===== src/rtl/lsu_mem_arbiter_if.sv =====
// Port bundle of lsu_mem_arbiter: two word-wide master ports, the shared memory port
// and the debug grant vector. The slave modport is the arbiter's view.
interface lsu_mem_arbiter_if #(
    parameter int ADDR_W = 32,
    parameter int DATA_W = 32
);
    localparam int BE_W = DATA_W / 8;

    logic              m0_req_i;
    logic              m0_we_i;
    logic [BE_W-1:0]   m0_be_i;
    logic [ADDR_W-1:0] m0_addr_i;
    logic [DATA_W-1:0] m0_wd_i;
    logic [DATA_W-1:0] m0_rd_o;
    logic              m0_ready_o;
    logic              m0_err_o;

    logic              m1_req_i;
    logic              m1_we_i;
    logic [BE_W-1:0]   m1_be_i;
    logic [ADDR_W-1:0] m1_addr_i;
    logic [DATA_W-1:0] m1_wd_i;
    logic [DATA_W-1:0] m1_rd_o;
    logic              m1_ready_o;
    logic              m1_err_o;

    logic              mem_req_o;
    logic              mem_we_o;
    logic [BE_W-1:0]   mem_be_o;
    logic [ADDR_W-1:0] mem_addr_o;
    logic [DATA_W-1:0] mem_wd_o;
    logic [DATA_W-1:0] mem_rd_i;
    logic              mem_ready_i;
    logic [1:0]        grant_o;

    modport slave (
        input  m0_req_i, m0_we_i, m0_be_i, m0_addr_i, m0_wd_i,
        output m0_rd_o, m0_ready_o, m0_err_o,
        input  m1_req_i, m1_we_i, m1_be_i, m1_addr_i, m1_wd_i,
        output m1_rd_o, m1_ready_o, m1_err_o,
        output mem_req_o, mem_we_o, mem_be_o, mem_addr_o, mem_wd_o,
        input  mem_rd_i, mem_ready_i,
        output grant_o
    );

    modport master (
        output m0_req_i, m0_we_i, m0_be_i, m0_addr_i, m0_wd_i,
        input  m0_rd_o, m0_ready_o, m0_err_o,
        output m1_req_i, m1_we_i, m1_be_i, m1_addr_i, m1_wd_i,
        input  m1_rd_o, m1_ready_o, m1_err_o,
        input  mem_req_o, mem_we_o, mem_be_o, mem_addr_o, mem_wd_o,
        output mem_rd_i, mem_ready_i,
        input  grant_o
    );
endinterface


===== src/rtl/lsu_mem_arbiter.sv =====
// Two-master data-memory arbiter (LSU + debug/DMA loader) with round-robin or fixed
// priority, grant held until completion and a per-access no-acknowledge watchdog.
module lsu_mem_arbiter #(
    parameter int ADDR_W  = 32,
    parameter int DATA_W  = 32,
    parameter int RR_EN   = 1,
    parameter int TIMEOUT = 16
) (
    input  logic             clk_i,
    input  logic             rst_i,
    lsu_mem_arbiter_if.slave bus
);
    localparam int              WD_W    = (TIMEOUT > 1) ? $clog2(TIMEOUT) : 1;
    localparam logic [WD_W-1:0] WD_LAST = WD_W'(TIMEOUT - 1);
    localparam bit              WD_EN   = (TIMEOUT != 0);
    localparam bit              RR_ON   = (RR_EN != 0);

    typedef enum logic [1:0] {
        ST_IDLE = 2'b00,
        ST_OWN0 = 2'b01,
        ST_OWN1 = 2'b10
    } state_e;

    state_e            state_r;
    state_e            state_nxt_s;
    logic              ptr_r;        // last master served
    logic              ptr_nxt_s;
    logic [WD_W-1:0]   wdog_r;
    logic [WD_W-1:0]   wdog_nxt_s;
    logic              own_req_s;
    logic              done_s;
    logic              err_s;
    logic [DATA_W-1:0] rd_pass_s;

    assign own_req_s    = (state_r == ST_OWN1) ? bus.m1_req_i : bus.m0_req_i;
    assign bus.grant_o  = {state_r == ST_OWN1, state_r == ST_OWN0};

    // State, last-served pointer and watchdog registers
    always_ff @(posedge clk_i) begin
        if (rst_i) begin
            state_r <= ST_IDLE;
            ptr_r   <= 1'b1;
            wdog_r  <= '0;
        end else begin
            state_r <= state_nxt_s;
            ptr_r   <= ptr_nxt_s;
            wdog_r  <= wdog_nxt_s;
        end
    end

    // Arbitration, completion and watchdog next-state logic
    always_comb begin
        state_nxt_s = state_r;
        ptr_nxt_s   = ptr_r;
        wdog_nxt_s  = wdog_r;
        done_s      = 1'b0;
        err_s       = 1'b0;
        case (state_r)
            ST_IDLE: begin
                wdog_nxt_s = '0;
                if (bus.m0_req_i && bus.m1_req_i) begin
                    if (RR_ON && (ptr_r == 1'b0)) begin
                        state_nxt_s = ST_OWN1;
                    end else begin
                        state_nxt_s = ST_OWN0;
                    end
                end else if (bus.m0_req_i) begin
                    state_nxt_s = ST_OWN0;
                end else if (bus.m1_req_i) begin
                    state_nxt_s = ST_OWN1;
                end else begin
                    state_nxt_s = ST_IDLE;
                end
            end
            ST_OWN0, ST_OWN1: begin
                if (!own_req_s) begin
                    // abort: pointer untouched so the other master keeps its turn
                    state_nxt_s = ST_IDLE;
                    wdog_nxt_s  = '0;
                end else if (bus.mem_ready_i) begin
                    done_s      = 1'b1;
                    ptr_nxt_s   = (state_r == ST_OWN1);
                    state_nxt_s = ST_IDLE;
                    wdog_nxt_s  = '0;
                end else if (WD_EN && (wdog_r == WD_LAST)) begin
                    done_s      = 1'b1;
                    err_s       = 1'b1;
                    ptr_nxt_s   = (state_r == ST_OWN1);
                    state_nxt_s = ST_IDLE;
                    wdog_nxt_s  = '0;
                end else begin
                    wdog_nxt_s = wdog_r + WD_W'(1);
                end
            end
            default: begin
                state_nxt_s = ST_IDLE;
                wdog_nxt_s  = '0;
            end
        endcase
    end

    // Read data passes straight through, only on a normal completion
    always_comb begin
        if (done_s && !err_s) begin
            rd_pass_s = bus.mem_rd_i;
        end else begin
            rd_pass_s = '0;
        end
    end

    // Memory port steering and master responses; silenced while reset is asserted
    always_comb begin
        bus.mem_req_o  = 1'b0;
        bus.mem_we_o   = 1'b0;
        bus.mem_be_o   = '0;
        bus.mem_addr_o = '0;
        bus.mem_wd_o   = '0;
        bus.m0_ready_o = 1'b0;
        bus.m0_err_o   = 1'b0;
        bus.m0_rd_o    = '0;
        bus.m1_ready_o = 1'b0;
        bus.m1_err_o   = 1'b0;
        bus.m1_rd_o    = '0;
        if (!rst_i && (state_r == ST_OWN0)) begin
            bus.mem_req_o  = bus.m0_req_i;
            bus.mem_we_o   = bus.m0_we_i;
            bus.mem_be_o   = bus.m0_be_i;
            bus.mem_addr_o = bus.m0_addr_i;
            bus.mem_wd_o   = bus.m0_wd_i;
            bus.m0_ready_o = done_s;
            bus.m0_err_o   = err_s;
            bus.m0_rd_o    = rd_pass_s;
        end else if (!rst_i && (state_r == ST_OWN1)) begin
            bus.mem_req_o  = bus.m1_req_i;
            bus.mem_we_o   = bus.m1_we_i;
            bus.mem_be_o   = bus.m1_be_i;
            bus.mem_addr_o = bus.m1_addr_i;
            bus.mem_wd_o   = bus.m1_wd_i;
            bus.m1_ready_o = done_s;
            bus.m1_err_o   = err_s;
            bus.m1_rd_o    = rd_pass_s;
        end else begin
            bus.mem_req_o = 1'b0;
        end
    end
endmodule


===== src/flat_wrapper.sv =====
// flat-port wrapper written by rule: the top's interface ports become plain ports
module lsu_mem_arbiter_flat 
#(
    parameter int ADDR_W  = 32,
    parameter int DATA_W  = 32,
    parameter int RR_EN   = 1,
    parameter int TIMEOUT = 16
)
  (clk_i, rst_i, bus_m0_req_i, bus_m0_we_i, bus_m0_be_i, bus_m0_addr_i, bus_m0_wd_i, bus_m0_rd_o, bus_m0_ready_o, bus_m0_err_o, bus_m1_req_i, bus_m1_we_i, bus_m1_be_i, bus_m1_addr_i, bus_m1_wd_i, bus_m1_rd_o, bus_m1_ready_o, bus_m1_err_o, bus_mem_req_o, bus_mem_we_o, bus_mem_be_o, bus_mem_addr_o, bus_mem_wd_o, bus_mem_rd_i, bus_mem_ready_i, bus_grant_o);
  lsu_mem_arbiter_if #(.ADDR_W(ADDR_W), .DATA_W(DATA_W)) bus_i ();
  input  logic clk_i;
  input  logic rst_i;
  input wire logic [$bits(bus_i.m0_req_i)-1:0] bus_m0_req_i;
  input wire logic [$bits(bus_i.m0_we_i)-1:0] bus_m0_we_i;
  input wire logic [$bits(bus_i.m0_be_i)-1:0] bus_m0_be_i;
  input wire logic [$bits(bus_i.m0_addr_i)-1:0] bus_m0_addr_i;
  input wire logic [$bits(bus_i.m0_wd_i)-1:0] bus_m0_wd_i;
  output wire logic [$bits(bus_i.m0_rd_o)-1:0] bus_m0_rd_o;
  output wire logic [$bits(bus_i.m0_ready_o)-1:0] bus_m0_ready_o;
  output wire logic [$bits(bus_i.m0_err_o)-1:0] bus_m0_err_o;
  input wire logic [$bits(bus_i.m1_req_i)-1:0] bus_m1_req_i;
  input wire logic [$bits(bus_i.m1_we_i)-1:0] bus_m1_we_i;
  input wire logic [$bits(bus_i.m1_be_i)-1:0] bus_m1_be_i;
  input wire logic [$bits(bus_i.m1_addr_i)-1:0] bus_m1_addr_i;
  input wire logic [$bits(bus_i.m1_wd_i)-1:0] bus_m1_wd_i;
  output wire logic [$bits(bus_i.m1_rd_o)-1:0] bus_m1_rd_o;
  output wire logic [$bits(bus_i.m1_ready_o)-1:0] bus_m1_ready_o;
  output wire logic [$bits(bus_i.m1_err_o)-1:0] bus_m1_err_o;
  output wire logic [$bits(bus_i.mem_req_o)-1:0] bus_mem_req_o;
  output wire logic [$bits(bus_i.mem_we_o)-1:0] bus_mem_we_o;
  output wire logic [$bits(bus_i.mem_be_o)-1:0] bus_mem_be_o;
  output wire logic [$bits(bus_i.mem_addr_o)-1:0] bus_mem_addr_o;
  output wire logic [$bits(bus_i.mem_wd_o)-1:0] bus_mem_wd_o;
  input wire logic [$bits(bus_i.mem_rd_i)-1:0] bus_mem_rd_i;
  input wire logic [$bits(bus_i.mem_ready_i)-1:0] bus_mem_ready_i;
  output wire logic [$bits(bus_i.grant_o)-1:0] bus_grant_o;
  assign bus_i.m0_req_i = bus_m0_req_i;
  assign bus_i.m0_we_i = bus_m0_we_i;
  assign bus_i.m0_be_i = bus_m0_be_i;
  assign bus_i.m0_addr_i = bus_m0_addr_i;
  assign bus_i.m0_wd_i = bus_m0_wd_i;
  assign bus_m0_rd_o = bus_i.m0_rd_o;
  assign bus_m0_ready_o = bus_i.m0_ready_o;
  assign bus_m0_err_o = bus_i.m0_err_o;
  assign bus_i.m1_req_i = bus_m1_req_i;
  assign bus_i.m1_we_i = bus_m1_we_i;
  assign bus_i.m1_be_i = bus_m1_be_i;
  assign bus_i.m1_addr_i = bus_m1_addr_i;
  assign bus_i.m1_wd_i = bus_m1_wd_i;
  assign bus_m1_rd_o = bus_i.m1_rd_o;
  assign bus_m1_ready_o = bus_i.m1_ready_o;
  assign bus_m1_err_o = bus_i.m1_err_o;
  assign bus_mem_req_o = bus_i.mem_req_o;
  assign bus_mem_we_o = bus_i.mem_we_o;
  assign bus_mem_be_o = bus_i.mem_be_o;
  assign bus_mem_addr_o = bus_i.mem_addr_o;
  assign bus_mem_wd_o = bus_i.mem_wd_o;
  assign bus_i.mem_rd_i = bus_mem_rd_i;
  assign bus_i.mem_ready_i = bus_mem_ready_i;
  assign bus_grant_o = bus_i.grant_o;
  lsu_mem_arbiter #(.ADDR_W(ADDR_W), .DATA_W(DATA_W), .RR_EN(RR_EN), .TIMEOUT(TIMEOUT)) u_core (.clk_i(clk_i), .rst_i(rst_i), .bus(bus_i));
endmodule

===== config.mk =====
export PLATFORM = sky130hd
export DESIGN_NAME = lsu_mem_arbiter_flat
export DESIGN_NICKNAME = d
export VERILOG_FILES = /design/src/rtl/lsu_mem_arbiter_if.sv /design/src/rtl/lsu_mem_arbiter.sv /design/src/flat_wrapper.sv
export SDC_FILE = /design/constraint.sdc
export NUM_CORES = 1
export LEC_CHECK = 0
export ABC_AREA = 1
export CORE_AREA = 2 2 121 123
export CTS_BUF_LIST = sky130_fd_sc_hd__clkbuf_4 sky130_fd_sc_hd__clkbuf_8
export DETAILED_ROUTE_END_ITERATION = 7
export DIE_AREA = 0 0 123 125
export PLACE_DENSITY = 0.58
export REMOVE_ABC_BUFFERS = 1
export SLEW_MARGIN = 5
export SYNTH_ARGS = -nofsm -noshare
export SYNTH_HDL_FRONTEND = slang
export SYNTH_SLANG_ARGS = --single-unit
export TNS_END_PERCENT = 30

===== constraint.sdc =====
create_clock -name clk_i -period 3.3 [get_ports clk_i]
set_input_delay 0.99 -clock clk_i [delete_from_list [all_inputs] [get_ports clk_i]]
set_output_delay 0.99 -clock clk_i [all_outputs]
set_load 0.005 [all_outputs]

==> impl_metrics.toml, run 1 <==
[worst_setup_path]
critPathLaunchType = "primary input"
crit_path_max_incr_delay_ns = 0.52
worst-endpoint-arrival_ns = 2.25
critPathSlowestCell = "clkdlybuf4s50_1"
critPathKind = "primary input to output port"
crit_required_ns = 2.31
rr_worst_depth = 8
setup.worst_path.end_class = "output port"
r2r_slack_ns = 1.75
worstPathMaxFanout = 7
worstPathCellList = "dlymetal6s2s_1 > inv_4 > nand3b_4 > buf_16 > o21ai_0 > clkdlybuf4s50_1"

[timing]
maxSlewHeadroom = 0.732
setup_violations = 0
hold_violations = 0
fmax_ghz = 0.309
worst_slew_pin_slew_ns = 0.401
finClkSkew_ns = 0.00804
fin_crit_ns = 3.24
worst_slack_ns = 0.0611
drv_slew = 0
holdWs_ns = 0.456
fin_crit_sh = 0.981

[placed_design]
place_hpwl_microns = 10300
pre_cts_ws_ns = -0.507
dp.cells = 882
placedInstanceArea_sq_um = 5630
gp_congestion = 0.859
portBuffers = 314

[power_and_ir_drop]
p_seq_frac = 0.103
switching_share = 0.359
pwr-share-clk = 0.149
power_switching_mw = 0.320
p_leak_nw = 3.33
intPower_mw = 0.570
p_per_area_nw_per_um2 = 146
combPwrFrac = 0.748
ir_drop_mv = 0.109

[detailed_routing]
topRoutingLayerUsed = "met5"
drc_errors = 0
drtAntennaViolNets = 0
drt_iter0_markers = 125
wl_met3_microns = 896
wire_per_inst_microns = 15.8
vias_per_cell = 4.11
wl_met1_microns = 5930
vias = 3770
wirelength_microns = 14500
first_pass_iters = 4
met2_length_microns = 7490

[clocking]
clk_pin_slew_ns = 0.04
numClockSinks = 7
htreeDepth = 1
cts_buffers = 3
postCtsHoldBufs = 0
cts_buffer_depth = 2
clk_latency_ns = 0.23
cts-root-buf = "clkbuf_8"
cts_tree = "done"

[final_layout]
layout-drive-gt1-share = 0.194
fin_area_sq_um = 6070
final_util = 0.428
nNetsFinal = 913
fin_cells = 917
fillers = 1480
area_delta_synth_final_pct = 176
num_antenna_cells = 0

[floorplan]
core_sq_um = 14200
pin_count = 315
start_util = 0.155
die-area_sq_um = 15400
placementRows = 44
dieHeight_microns = 125
die_w_microns = 123

[synthesis]
synth-seq-cells = 7
synth_warnings = 0
synth_edf_count = 0
netlist_area_sq_um = 2200
synth-seq-area-share = 0.0638
postSynthCellCount = 400
synth.distinct_cells = 21
synth-async-reset-ratio = 0
synth_ff_type = "dfxtp_1"
synth.avg_cell_area_sq_um = 5.49

[global_routing]
antenna_found_initial = 1
grt_max_degree = 65
grt_overflow = 0
grt_util_all_layers = 0.155
grt_pass1_wl_microns = 19100
grt_pass1_vias = 3504

[min_path]
hold_depth = 1
hold_path_class = "flip-flop to flip-flop"

[status]
status = "finished, final reports clean"

[job]
maxCapViolCount = 0
## area by class of cell
class	count	area [sq um]	area share
sequential	7	140	0.0231
tap	184	230	0.0379
timing repair buffer	361	3710	0.610
multi-input combinational	279	1630	0.268
inverter	82	323	0.0531
clock buffer	4	48.8	0.00803
## layout by cell type (no fill, tap or decap), types with 2 or more instances in the layout
master	Yosys	final
buf_6	0	2
nor3_1	8	8
clkdlybuf4s50_1	0	176
clkbuf_2	0	2
clkdlybuf4s15_2	0	8
dfxtp_1	7	7
dlymetal6s2s_1	0	20
clkdlybuf4s15_1	0	17
inv_1	81	79
dlygate4sd2_1	0	85
buf_12	2	8
buf_4	0	26
nor2_1	33	33
nand2_4	21	24
buf_16	0	3
nand2_1	20	17
buf_2	6	6
ha_1	4	3
clkbuf_16	0	7
nand3_2	0	2
o21ai_0	70	51
nor2_2	41	40
clkbuf_8	0	3
nand3_1	76	74
o21ai_1	0	18
## Yosys cell counts (2+ instances only)
| cell | count | area [sq um] |
|---|---|---|
| buf_1 | 2 | 7.51 |
| nand2_4 | 21 | 236 |
| nor3_1 | 8 | 40.0 |
| dfxtp_1 | 7 | 140 |
| nand2_1 | 20 | 75.1 |
| o21ai_0 | 70 | 350 |
| nor2_1 | 33 | 124 |
| inv_1 | 81 | 304 |
| buf_12 | 2 | 40.0 |
| clkbuf_1 | 22 | 82.6 |
| ha_1 | 4 | 50.1 |
| buf_2 | 6 | 30.0 |
| nand3_1 | 76 | 380 |
| nor2_2 | 41 | 257 |
## power groups by stage
stage          registers [mW]  logic, mW  clock network, mW
4_1_cts                0.0919      0.622              0.137
3_3_place_gp           0.0930      0.605                  0
2_1_floorplan          0.0925      0.187                  0
5_1_grt                0.0924      0.717              0.141
3_5_place_dp           0.0933      0.611                  0
6_report               0.0918      0.666              0.132
## critical path, delay by kind of cell
kind	cells	cell delay (ns)
AO/OA/AOI/OAI	1	0.14
AND/OR/NAND/NOR	1	0.15
buffers and inverters	4	0.95
## flip-flops by register name, indices dropped and copies added, names as in the netlist
register and flops:
u_core.ptr_r 1, u_core.state_r 2, u_core.wdog_r 4
## per-stage QoR
stage	total power, mW	setup TNS (ns)
2_1_floorplan	0.280	-143.36
4_1_cts	0.851	-7.66
5_1_grt	0.950	-0.000564
3_5_place_dp	0.704	-49.63
3_3_place_gp	0.698	-48.34
6_report	0.890	0
## metal layers
metal  track usage  vias up
li1              -     1925
met1         0.180     1713
met2         0.300      117
met3        0.0242       13
met4        0.0227        2
met5             0        -
## timing repair
action / in CTS / in global routing
gates resized for setup: 191 / 42
buffers inserted: 10 / 12
gates cloned: 2 / 7
pin swaps: 3 / 2
setup endpoints to repair: 138 / 131
## worst paths after layout
kind                       to              start
max          bus_mem_wd_o[27]              rst_i
min          u_core.wdog_r[0]   u_core.wdog_r[0]
max reg2reg  u_core.wdog_r[2]  u_core.state_r[0]
min reg2reg  u_core.wdog_r[0]   u_core.wdog_r[0]
## kinds of logic (layout without fill, tap and decap cells)
logic type                 Yosys count  in the layout  synth area share
adders and majority gates            4              4            0.0228
AOI/OAI and AO/OA                   71             71             0.162
xor gates and xnor gates             2              2           0.00797
buffers and inverters              114            447             0.216
and+or+nand+nor                    202            202             0.527
DFF                                  7              7            0.0638
Note: power is estimated with default switching activity, not from simulation.
==> run 2: changes to the inputs <==
--- a/config.mk
+++ b/config.mk
@@ -5,13 +5,13 @@
 export SDC_FILE = /design/constraint.sdc
 export NUM_CORES = 1
 export LEC_CHECK = 0
-export ABC_AREA = 1
-export CORE_AREA = 2 2 121 123
+export CORE_AREA = 2 2 122 124
 export CTS_BUF_LIST = sky130_fd_sc_hd__clkbuf_4 sky130_fd_sc_hd__clkbuf_8
 export DETAILED_ROUTE_END_ITERATION = 7
-export DIE_AREA = 0 0 123 125
-export PLACE_DENSITY = 0.58
+export DIE_AREA = 0 0 124 126
+export PLACE_DENSITY = 0.52
 export REMOVE_ABC_BUFFERS = 1
+export SKIP_CTS_REPAIR_TIMING = 1
 export SLEW_MARGIN = 5
 export SYNTH_ARGS = -nofsm -noshare
 export SYNTH_HDL_FRONTEND = slang
==> run 2 against run 1 <==
Net effect:
- the flow now finishes with violations (negative setup slack)
- fmax down 3.1%
- power down 27%
- combinational power down 35%
- clock skew down 0.0052 ns
- largest cell class unchanged
- largest power group unchanged
==> impl_metrics.toml, run 2 <==
[status]
status = "finished with violations"
violations = "negative setup slack"

[clocking]
cts-root-buf = "clkbuf_8"
cts_buffers = 3
clk_pin_slew_ns = 0.04
numClockSinks = 7
clk_latency_ns = 0.23
cts_tree = "done"
htreeDepth = 1
cts_buffer_depth = 2

[timing]
fmax_ghz = 0.299
finClkSkew_ns = 0.00282
worst_slew_pin_slew_ns = 0.268
fin_crit_ns = 3.34
holdWs_ns = 0.445
hold_violations = 0
drv_slew = 0
setup_violations = 2
fin_crit_sh = 1.01
rsz0062_at_grt = "true"
maxSlewHeadroom = 0.822
worst_slack_ns = -0.0425

[synthesis]
yosys-top-cells-count = "a22o_1, and2_1, clkbuf_1, dfxtp_1, nor2_1"
yosys-top-cells-area = "a22o_1, and2_1, dfxtp_1, clkbuf_1, ha_1"
postSynthCellCount = 207
synth-seq-area-share = 0.0904
netlist_area_sq_um = 1550
synth_warnings = 0
synth_ff_type = "dfxtp_1"
synth-async-reset-ratio = 0
synth_edf_count = 0
synth.distinct_cells = 25
synth.avg_cell_area_sq_um = 7.49
synth_top_area_frac = 0.395
post-synth-top-count-cell = "a22o_1"
synth-seq-cells = 7
yosysTopAreaCell = "a22o_1"

[final_layout]
reg_top3 = "u_core.wdog_r x4, u_core.state_r x2, u_core.ptr_r x1"
area_delta_synth_final_pct = 274
layout-drive-gt1-share = 0.138
final_cell_mix = "clkdlybuf4s50_1, dlymetal6s2s_1, a22o_1, and2_1, buf_4"
top_register = "u_core.wdog_r"
largest_reg_flops = 4
fillers = 1416
final_util = 0.405
num_antenna_cells = 0
fin_cells = 740
final_common_cell = "clkdlybuf4s50_1"
nNetsFinal = 736

[worst_setup_path]
crit_required_ns = 2.31
critPathLaunchType = "primary input"
worstPathMaxFanout = 7
worstPathCellList = "buf_4 > nor3b_4 > buf_6 > buf_4 > a22o_1 > clkdlybuf4s50_1"
worst-endpoint-arrival_ns = 2.35
critPathSlowestCell = "clkdlybuf4s50_1"
crit_top_cell = "buf_4"
setup.worst_path.end_class = "output port"
crit_path_max_incr_delay_ns = 0.51
critPathKind = "primary input to output port"
r2r_slack_ns = 1.50

[floorplan]
die_w_microns = 124
start_util = 0.108
core_sq_um = 14300
die-area_sq_um = 15600
pin_count = 315
placementRows = 44
dieHeight_microns = 126

[placed_design]
portBuffers = 314
place_hpwl_microns = 10600
pre_cts_ws_ns = -0.630
dp.cells = 708
gp_congestion = 0.840

[detailed_routing]
wire_per_inst_microns = 19.0
drtAntennaViolNets = 0
drt_iter0_markers = 58
drc_errors = 0
wirelength_microns = 14000
first_pass_iters = 4
vias = 3052
vias_per_cell = 4.12

[global_routing]
use_met3 = 0.0276
grt_overflow = 0
antenna_found_initial = 0
grt_pass1_vias = 2994
grt_max_degree = 33
top_usage_layer = "met2"
grt_util_all_layers = 0.145
grt_pass1_wl_microns = 17300
grtUsageMet2 = 0.282
use_met1 = 0.157

[power_and_ir_drop]
p_per_area_nw_per_um2 = 113
ir_drop_mv = 0.194
power_switching_mw = 0.167
pwr-share-clk = 0.197
switching_share = 0.256
combPwrFrac = 0.665
p_leak_nw = 4.47
intPower_mw = 0.486
p_seq_frac = 0.138

[job]
maxCapViolCount = 0

[min_path]
hold_path_class = "flip-flop to flip-flop"
[run 2: cell count changes after synthesis, sizes merged, moves of 8 or more]
cell | before | now
and2 | 0 | 64
a22o | 0 | 70
nor2 | 75 | 7
nand3 | 76 | 6
nor3 | 8 | 0
o21ai | 70 | 0
nand2 | 42 | 3
inv | 82 | 3
[run 2: kinds of logic after synthesis]
family	after synthesis	share of synthesized area
buffers and inverters	25	0.0670
AO/OA/AOI/OAI	73	0.412
adder cells (fa/ha/maj)	4	0.0323
multiplexers	3	0.0202
AND/OR/NAND/NOR	93	0.367
XOR/XNOR	2	0.0113
flip-flops	7	0.0904
[run 2: per-layer routing]
layer  wire length, microns  share of wire  up-vias
met5                      0              0        -
met4                    180          0.013        0
met3                   1120          0.079       12
met2                   7450           0.53      133
met1                   5300           0.38     1433
li1                       -              -     1474
[run 2: final cells by class]
type | count | area [sq um] | share of cell area
inverters | 3 | 11.3 | 0.00194
well taps | 184 | 230 | 0.0397
repair buffers | 367 | 4040 | 0.696
multi-input cells | 175 | 1330 | 0.230
flip-flops and latches | 7 | 140 | 0.0242
clock buffers | 4 | 48.8 | 0.00842
[run 2: per-stage QoR]
| stage | total power [mW] | setup TNS, ns | cell area, sq um |
|---|---|---|---|
| 2_1_floorplan | 0.175 | -191.70 | 1460 |
| 3_3_place_gp | 0.526 | -67.21 | 5130 |
| 3_5_place_dp | 0.529 | -69.35 | 5130 |
| 4_1_cts | 0.665 | -69.72 | 5170 |
| 5_1_grt | 0.696 | -0.424 | 5800 |
| 6_report | 0.654 | -0.0827 | 5800 |
[run 2: worst max-delay path, delay by kind of cell]
family	cells	cell delay (ns)
buffers and inverters	4	0.98
AOI/OAI and AO/OA	1	0.13
and+or+nand+nor	1	0.24
[run 2: final timing paths]
path / start / end / depth (start not counted)
setup / recovery: rst_i / bus_mem_wd_o[15] / 6
hold / removal: u_core.wdog_r[0] / u_core.wdog_r[0] / 1
setup reg to reg: u_core.state_r[0] / u_core.ptr_r / 7
hold reg to reg: u_core.wdog_r[0] / u_core.wdog_r[0] / 1
[run 2: power groups by stage]
stage,clock [mW],combinational (mW),sequential [mW]
6_report,0.129,0.435,0.0901
5_1_grt,0.142,0.464,0.0903
4_1_cts,0.134,0.441,0.0900
3_5_place_dp,0,0.438,0.0914
3_3_place_gp,0,0.435,0.0911
2_1_floorplan,0,0.0846,0.0909
